==> src/rtl/ln1p_series_ctrl.sv <==
// Run controller for the ln(1+x) power series: sequences shared FP multiply/add units
// through N_TERMS coefficient products, keeping x, x^k and the running sum locally.
module ln1p_series_ctrl #(
  parameter int N_TERMS = 8
) (
  input  logic        clk,
  input  logic        rst_n,
  input  logic        start,
  input  logic        abort,
  input  logic [31:0] x_in,
  output logic        busy,
  output logic        done,
  output logic [31:0] result,
  output logic [2:0]  lut_n,
  input  logic [31:0] lut_coef,
  output logic        mul_start,
  output logic [31:0] mul_a,
  output logic [31:0] mul_b,
  input  logic        mul_done,
  input  logic [31:0] mul_result,
  output logic        add_start,
  output logic [31:0] add_a,
  output logic [31:0] add_b,
  input  logic        add_done,
  input  logic [31:0] add_result
);

  typedef enum logic [2:0] {
    IDLE, TERM_REQ, TERM_WAIT, ADD_REQ, ADD_WAIT, POW_REQ, POW_WAIT, DONE
  } state_e;

  localparam logic [3:0] K_LAST = 4'(N_TERMS);

  state_e      state_q, state_d;
  logic [3:0]  k_q;
  logic [31:0] x_reg_q, x_pow_q, term_q, acc_q, result_q;
  logic        upd_en;

  // Abort suppresses every register update, so it also beats a same-cycle unit done.
  assign upd_en = !abort || (state_q == IDLE);
  assign lut_n  = k_q[2:0];
  assign result = result_q;

  // NOTE: sequential state uses non-blocking assignments so every register samples
  // pre-edge values; blocking here would create order-dependent simulation races.
  always_ff @(posedge clk or negedge rst_n) begin
    if (!rst_n) state_q <= IDLE;
    else        state_q <= state_d;
  end

  always_comb begin
    state_d = state_q;
    if (state_q != IDLE && abort) begin
      state_d = IDLE;
    end else begin
      case (state_q)
        IDLE:      if (start) state_d = TERM_REQ;
        TERM_REQ:  state_d = TERM_WAIT;
        TERM_WAIT: if (mul_done) state_d = ADD_REQ;
        ADD_REQ:   state_d = ADD_WAIT;
        ADD_WAIT:  if (add_done) state_d = (k_q == K_LAST) ? DONE : POW_REQ;
        POW_REQ:   state_d = POW_WAIT;
        POW_WAIT:  if (mul_done) state_d = TERM_REQ;
        DONE:      state_d = IDLE;
        default:   state_d = IDLE;
      endcase
    end
  end

  // Unit dones are only honoured in their own WAIT state; strays elsewhere fall through.
  always_ff @(posedge clk or negedge rst_n) begin
    if (!rst_n) begin
      k_q      <= '0;
      x_reg_q  <= '0;
      x_pow_q  <= '0;
      term_q   <= '0;
      acc_q    <= '0;
      result_q <= '0;
    end else if (upd_en) begin
      case (state_q)
        IDLE: if (start) begin
          x_reg_q <= x_in;
          x_pow_q <= x_in;
          acc_q   <= '0;
          k_q     <= 4'd1;
        end
        TERM_WAIT: if (mul_done) term_q <= mul_result;
        ADD_WAIT: if (add_done) begin
          acc_q <= add_result;
          // Loading the final sum here makes result valid in the DONE cycle itself.
          if (k_q == K_LAST) result_q <= add_result;
        end
        POW_WAIT: if (mul_done) begin
          x_pow_q <= mul_result;
          k_q     <= k_q + 4'd1;
        end
        default: ;
      endcase
    end
  end

  // NOTE: every output gets a default before the case so no path leaves a latch.
  always_comb begin
    busy      = 1'b0;
    done      = 1'b0;
    mul_start = 1'b0;
    mul_a     = '0;
    mul_b     = '0;
    add_start = 1'b0;
    add_a     = '0;
    add_b     = '0;
    case (state_q)
      TERM_REQ, TERM_WAIT: begin
        busy      = 1'b1;
        mul_start = (state_q == TERM_REQ);
        mul_a     = x_pow_q;
        mul_b     = lut_coef;
      end
      ADD_REQ, ADD_WAIT: begin
        busy      = 1'b1;
        add_start = (state_q == ADD_REQ);
        add_a     = acc_q;
        add_b     = term_q;
      end
      POW_REQ, POW_WAIT: begin
        busy      = 1'b1;
        mul_start = (state_q == POW_REQ);
        mul_a     = x_pow_q;
        mul_b     = x_reg_q;
      end
      DONE:    done = 1'b1;
      default: ;
    endcase
  end

endmodule

==> config.mk <==
export PLATFORM = sky130hd
export DESIGN_NAME = ln1p_series_ctrl
export DESIGN_NICKNAME = d
export VERILOG_FILES = /design/src/rtl/ln1p_series_ctrl.sv
export SDC_FILE = /design/constraint.sdc
export NUM_CORES = 1
export LEC_CHECK = 0
export ABC_CLOCK_PERIOD_IN_PS = 2300
export CORE_MARGIN = 3
export CORE_UTILIZATION = 40
export DETAILED_ROUTE_END_ITERATION = 8
export PLACE_DENSITY_LB_ADDON = 0.25
export REMOVE_ABC_BUFFERS = 1
export SETUP_SLACK_MARGIN = 0.15
export SLEW_MARGIN = 10
export SYNTH_ARGS = -nofsm -noshare
export SYNTH_HDL_FRONTEND = slang
export SYNTH_SLANG_ARGS = --single-unit
==> constraint.sdc <==
create_clock -name clk -period 2.3 [get_ports clk]
set_input_delay 0.46 -clock clk [delete_from_list [all_inputs] [get_ports clk]]
set_output_delay 0.46 -clock clk [all_outputs]
set_load 0.05 [all_outputs]
==> metrics.md <==
| Metric | Value |
|---|---|
| Worst Setup Path Type | flop to primary output |
| Setup Skew | 0.008541 ns |
| PnR worst setup slack | -0.1496 ns |
| Register area share after synthesis | 52.47% |
| Run status | finished with violations |
| Largest family of logic cells by synthesized area | simple AND/OR/NAND/NOR gates |
| GRT Resource Usage Total | 22.72% |
| Antenna violations before repair | 0 |
| CTS buffer count | 17 |
| Final wirelength | 24,920 um |
| XOR/XNOR share of the synthesized area | 0.1100% |
| Vias in the first global route | 6,942 |
| Post-synth EDFFs | 0 |
| Seq pwr share | 27.7% |
| Largest net degree at the start of global routing | 65 |
| CTS tree | done |
| Slew margin rel. | a little under two thirds |
| Root Driver | clkbuf_16 |
| Worst EP required | 1.84 ns |
| Placed inst area | about 0.012 mm^2 |
| Layout Nets | 1,210 |
| Starting density of the core | 41.60% |
| Worst-path clk slew | 0.06 ns |
| Buf/Inv on CP | 3 |
| Commonest register cell after synthesis | dfrtp_1 |
| R2R setup slack | 0.26 ns |
| Final Hold Violating Endpoints | 0 |
| Congestion Overflow GR | 0 |
| # diodes | 0 |
| Internal cell power | between 9000 and 10,000 uW |
| Vias | ~6,600 |
| Synth Area in Simple Gates | 19.14% |
| Post-Synthesis Cells | around 770 |
| Area Overhead vs Synth | 62.50% |
| # IOs | approximately 300 |
| Final worst-path cycle share | 106.5% |
| Global-route wire length before repair | about 39,000 um |
| Fmax | around 0.41 GHz |
| Power Dens Cells | ~1200 mW/mm^2 |
| Net Switching | 6185 uW |
| Compound-gate portion of the synthesized area | 8.562% |
| WL per Instance | 18.57 um |
| Leakage | ~0.0060 uW |
| Post-synthesis async set-or-reset flop share | 100.0% |
| Peak supply drop | approximately 490 uV |
| CP top delay family | buffers and inverters |
| FP Rows | 50 |
| DRT Pass-1 Iters | 4 |
| Post-Synth Adder-Cell Area | 1.100% |
| Die Y | 147.1 um |
| Dpl cells | about 1,300 |
| Post-synthesis register bit count | 167 |
| PortBufs | 300 |
| Final setup fails | 97 |
| Die Span X | 147.1 um |
| CORE AREA | 0.01914 mm^2 |
| Maximum root-to-sink buffer count | 2 |
| Design area | between 0.01 and 0.015 mm^2 |
| Maximum Capacitance Violations | 0 |
| Critical-path cell list | buf_12 > ha_4 > nor2_4 > nor2_4 > clkbuf_16 > a22o_1 > buf_12 |
| Die area | 0.02164 mm^2 |
| CP Max Fanout | 8 |
| Clock sink total | 167 |
| Final Critical Period | 2.450 ns |
| Unrepaired setup endpoints after global routing | yes |
| Finished Core Util | between 60 and 70% |
| Gate power share | 53.7% |
| Syn_area_per_cell | 10.36 um^2 |
| Critical Path AT | 1.99 ns |
| Routed Antenna Nets | 0 |
| Non-filler cells, final | about 1,300 |
| Max-slew violations | 0 |
| Share of layout cells above drive strength 1 | 27.63% |
| Measured slew at the worst slew-check pin | 0.5385 ns |
| HPWL Detailed | 17,690 um |
| Library cells used by synthesis | 33 |
| Iteration-0 DRC Markers | 199 |
| Routability Congestion | 0.8192 |
| Crit end category | primary output |
| HP Class | flop to flop |
| Cell area after synthesis | 0.007964 mm^2 |
| Crit-path slowest cell | dfrtp_2 |
| Largest stage delay, worst path | 0.44 ns |
| Synth Warn # | 0 |
| Failing checks | setup timing |
| Skew-Pair Late Insertion Delay | 0.42 ns |
| H-tree depth | 4 |
| Filler cell count | approximately 1,500 |
| Vias/cell | roughly 4.9 |
| Clock share of power | 18.5% |
| Switch share | 40.14% |
| Multiplexer share of the synthesized area | between 10% and 20% |
| Drt drc | 0 |
| Dpl ws | 0.09220 ns |
| Type of origin of the critical path | flop |
[kinds of logic after synthesis]
kind of cell | Yosys count
compound gates | 110
flops | 167
buf+inv | 61
xor+xnor | 1
simple gates | 324
fa+ha+maj | 7
mux | 99
[cell type report]
| class | count | area, um^2 | share of cell area (%) |
|---|---|---|---|
| tap | 260 | 325.3 | 2.514 |
| sequential | 167 | 4182 | 32.31 |
| timing repair buffer | 338 | 4224 | 32.64 |
| clock buffer | 19 | 442.9 | 3.423 |
| inverter | 4 | 15.01 | 0.1160 |
| clock inverter | 13 | 145.1 | 1.122 |
| multi-input combinational | 541 | 3607 | 27.87 |
[cells in the mapped netlist (4+ instances only)]
master | count | area [um^2]
a21oi_1 | 4 | 20.02
a22o_1 | 32 | 280.3
and2_1 | 33 | 206.5
buf_2 | 11 | 55.05
buf_6 | 6 | 67.56
clkbuf_1 | 37 | 138.9
dfrtp_1 | 167 | 4179
ha_1 | 7 | 87.58
inv_1 | 4 | 15.01
mux2_2 | 33 | 371.6
mux2_4 | 30 | 450.4
mux2i_1 | 35 | 350.3
nand2_1 | 201 | 754.5
nor2_1 | 6 | 22.52
nor2b_1 | 70 | 437.9
o21ai_0 | 69 | 345.3
[power by group through the flow]
stage,Clock (uW),Sequential [uW],Combinational [uW]
after floorplan,0,4150,4060
after CTS,2920,4260,8210
after global placement,0,4270,7700
final,2850,4280,8280
after global routing,3050,4370,8700
after detailed placement,0,4320,7800
[worst min-delay path, cell delays in order, from the launching register on]
cell and delay (ns):
dfrtp_1 0.34, nand2_1 0.04, o21ai_0 0.05
[cell usage in the layout, fill, tap and decap left out, drive strengths merged]
cell,netlist,final
nand2,201,201
buf,20,169
dfrtp,167,167
clkdlybuf4s50,0,164
o21ai,70,70
nor2b,70,70
mux2,64,64
mux2i,35,35
and2,34,34
a22o,32,32
clkbuf,37,20
inv,4,8
ha,7,7
nor2,6,6
a21oi,4,4
clkinv,0,4
nand2b,3,3
clkinvlp,0,3
and3b,2,2
and4b,2,2
bufinv,0,2
dlygate4sd2,0,2
and3,2,2
o31ai,1,1
o22ai,1,1
o32a,1,1
nand3,1,1
nor3,1,1
a21boi,1,1
nand4b,1,1
nand4,1,1
xor2,1,1
dlygate4sd3,0,1
dlymetal6s2s,0,1
[through the flow]
step	setup TNS [ns]	hold WS (ns)	total power, uW
2_1_floorplan	-243.71	0.1644	8215
3_3_place_gp	0	0.4106	11970
3_5_place_dp	0	0.4066	12120
4_1_cts	-12.03	0.4771	15400
5_1_grt	-16.58	0.4948	16120
6_report	-7.882	0.4704	15410
[worst paths after layout]
kind,from,end,cells after the start
worst max-delay path,state_q[0],mul_b[31],7
worst min-delay path,acc_q[17],acc_q[17],2
worst max register to register,state_q[1],result[31],7
worst min register to register,acc_q[17],acc_q[17],2
max in group asynchronous,rst_n,x_reg_q[18],3
min in group asynchronous,rst_n,x_pow_q[21],2
[registers in the layout, summed over array words and instances (netlist names)]
| signal | count |
|---|---|
| x_reg_q | 32 |
| k_q | 4 |
| term_q | 32 |
| result | 32 |
| x_pow_q | 32 |
| state_q | 3 |
| acc_q | 32 |
[metal layers]
| layer | wire (um) | track usage [%] |
|---|---|---|
| met5 | 0 | 0 |
| met4 | 371 | 6.291 |
| met3 | 1913 | 6.755 |
| met2 | 12440 | 38.64 |
| met1 | 10190 | 28.31 |
[repair_timing]
action,4_1_cts,5_1_grt
cloned,1,1
setup endpoints to repair,132,167
gates resized for setup,69,36
pin swaps,11,1
hold buffers,1,0
endpoints found under the hold margin,38,0
setup buffers,6,2
Power figures use the tool's default switching activity.
==> RTL edit (same flow settings) <==
Register the input `x_in` before use. The logic sees it one clock later. The other inputs are not delayed to match.
--- a/src/rtl/ln1p_series_ctrl.sv
+++ b/src/rtl/ln1p_series_ctrl.sv
@@ -32,2 +32,8 @@
   localparam logic [3:0] K_LAST = 4'(N_TERMS);
+
+  logic [31:0] x_q;
+
+  always_ff @(posedge clk) begin
+    x_q <= x_in;
+  end
 
@@ -81,4 +87,4 @@
         IDLE: if (start) begin
-          x_reg_q <= x_in;
-          x_pow_q <= x_in;
+          x_reg_q <= x_q;
+          x_pow_q <= x_q;
           acc_q   <= '0;
Formal check against the unedited RTL: not equivalent (a bounded check fails within 4 cycles, from zero or initial values and one cycle with rst_n low).
==> RTL edit against the unedited design <==
- area after synthesis grew 11%
- cell count shrank 2.4%
- setup slack gained 0.15 ns
- cell area grew 8.6%
- critical path depth shrank 2
- power shrank 7.9%
- via count shrank 3.5%
- routed wire length shrank 6.6%
- sequential cell count grew 32
- maximum frequency grew 6.6%
- largest power group unchanged
==> RTL edit: results (changes against the unedited design) <==
- Result of the run: finished, final reports clean (was complete, but fails checks).
* Worst Setup Slack post-DPL: 0.113 ns (was 0.0922 ns)
- The first-pass GRT wire length is 36800 um (was 38900 um).
- Critical path peak fanout: 33 (was 8)
- The reg-to-reg critical path startpoint was state_q[1] (unchanged).
- The mean area per synthesized cell is 12.4 sq um (was 10.4 sq um).
- Flop2flop setup slack: 0.31 ns (was 0.26 ns)
- The average wire per cell in the routed design is 17.8 um (was 18.6 um).
- PD cells: 1010 nW/um^2 (was 1190 nW/um^2)
- Antenna violations before repair: 0 (unchanged)
* Share of synthesized flip-flops with an asynchronous set or reset: 0.839 (was 1.00)
- The peak supply drop came to 0.000681 V (was 0.000487 V).
- Root Driver: sky130_fd_sc_hd__clkbuf_16 (unchanged)
* Antenna cell count: 0 (unchanged)
- The number of filler instances in the final layout is 1623 (was 1475).
- Number of buffer cells added on primary ports: 300 (unchanged)
- The number of vias in the routed layout came to 6401 (was 6636).
- Cell types occupying the most area after synthesis: sky130_fd_sc_hd__dfrtp_1, sky130_fd_sc_hd__dfxtp_1, sky130_fd_sc_hd__mux2i_1 (was sky130_fd_sc_hd__dfrtp_1, sky130_fd_sc_hd__nand2_1, sky130_fd_sc_hd__mux2_4)
- The area after detailed placement is 12800 sq um (was 11900 sq um).
* Depth of the worst hold-timing path: 1 (was 2)
* Worst-case hold path end point: x_q[3] (was acc_q[17])
- Initial DRC count: 229 (was 199)
- Worst slew margin: 0.623 (was 0.640)
- The post-synthesis sequential area ratio was 0.544 (was 0.525).
- The number of unique standard cell types used by synthesis was 40 (was 33).
- The clock tree buffer depth is 2 (unchanged).
* Leakage power total: 6.04 nW (was 5.96 nW)
* Via count of the first global-routing pass: 6795 (was 6942)
- Total length of routed wires: 23300 um (was 24900 um)
- The weighted congestion reported at the end of routability-driven placement was 0.770 (was 0.819).
- Insertion delay to the later sink of the worst-skew pair: 0.42 ns (about the same)
* Number of iterations in the first detailed-routing pass: 5 (was 4)
- Maximum number of pins on one net before global-route repair: 54 (was 65)
- Detailed placement HPWL: 16800 um (was 17700 um)
- The worst hold path startpoint is x_in[3] (was acc_q[17]).
* Number of buffers created by CTS: 17 (unchanged)
- The worst min-delay path category was in2reg (was reg2reg).
- Clock input transition at the sequential cells of the worst setup and hold paths: 0.07 ns
- Ratio of cells with drive above 1 in the final layout: 0.368 (was 0.276)
* Clock H-tree levels: 4 (unchanged)
- Cell types with the highest counts after synthesis: sky130_fd_sc_hd__dfrtp_1, sky130_fd_sc_hd__and2_1, sky130_fd_sc_hd__mux2i_1 (was sky130_fd_sc_hd__nand2_1, sky130_fd_sc_hd__dfrtp_1, sky130_fd_sc_hd__nor2b_1).
* Crit Reg-Reg Endpoint: k_q[3] (was result[31])
* Overall track demand over capacity in global routing: 0.193 (was 0.227)
- Arr. time, crit path: 1.84 ns (was 1.99 ns)
- Number of warnings reported in the yosys synthesis log: 0 (unchanged)
- The number of cells on the worst reg-to-reg path came to 5 (was 7).
* Final #Nets: 1158 (was 1210)
- Layout Skew: 0.00850 ns (was 0.00854 ns)
==> RTL edit: cell types whose count changed in the layout (fill, tap and decap cells not counted), sizes merged, moves of 29 or more <==
cell,unedited run,this run
o221a,0,32
and2,34,64
o21ai,70,1
nor2b,70,36
nand2b,3,35
nor2,6,36
mux2i,35,64
mux2,64,99
nand2,201,35
inv,8,40
dfxtp,0,32
a22o,32,0
==> RTL edit: worst max path at each step <==
stage                           from    endpoint  slack (ns)  cells past startpoint
final                     state_q[1]   add_a[18]       0.003                      5
after floorplan           state_q[2]    add_a[0]       -2.23                      3
after CTS                 state_q[1]    add_b[3]       -0.02                      5
after global placement      mul_done  term_q[31]        0.17                      5
after global routing      state_q[1]   add_b[30]       -0.09                      5
after detailed placement       start      k_q[3]        0.11                      4
==> RTL edit: report_power, final <==
part / internal (mW) / switching [mW]
clock network: 1.63 / 1.34
logic: 2.97 / 3.28
registers: 4.39 / 0.571
total: 8.99 / 5.20
==> RTL edit: per-stage QoR <==
step,TNS (ns),hold WS [ns]
detailed placement,0,0.390
global route,-6.16,0.453
finish,0,0.472
CTS,-0.681,0.449
floorplan,-387.30,0.164
global placement,0,0.389
==> RTL edit: worst max-delay path, cell delays in order (launching register included) <==
cell,delay (ns)
sky130_fd_sc_hd__dfrtp_2,0.45
sky130_fd_sc_hd__nor3b_4,0.22
sky130_fd_sc_hd__nand2b_4,0.18
sky130_fd_sc_hd__buf_12,0.19
sky130_fd_sc_hd__and2_1,0.21
sky130_fd_sc_hd__buf_12,0.15
==> RTL edit: routing by layer <==
layer	part of all wire	GRT usage
met3	0.077	0.0559
met1	0.43	0.251
met4	0.019	0.0589
met2	0.47	0.313
met5	0	0
==> RTL edit: repair_timing <==
item	4_1_cts	5_1_grt
pin swaps	3	8
gates cloned	1	0
setup endpoints to repair	132	128
buffers inserted	4	4
endpoints found under the hold margin	34	0
hold buffers	1	0
resized for setup	82	88
==> RTL edit: cells by family after synthesis <==
kind of cell               after synthesis  synth area share
adders and majority gates                2           0.00282
buffers and inverters                   85            0.0495
DFF                                    199             0.544
muxes                                  163             0.211
AOI/OAI and AO/OA                       43            0.0497
and+or+nand+nor                        222             0.143
==> RTL edit: layout make-up <==
class                   instances  share of cell area
repair buffers                338               0.304
multi-input cells             430               0.278
well taps                     275              0.0245
clock buffers                  20              0.0311
inverters                      36             0.00962
flip-flops and latches        199               0.343
clock inverters                12              0.0102
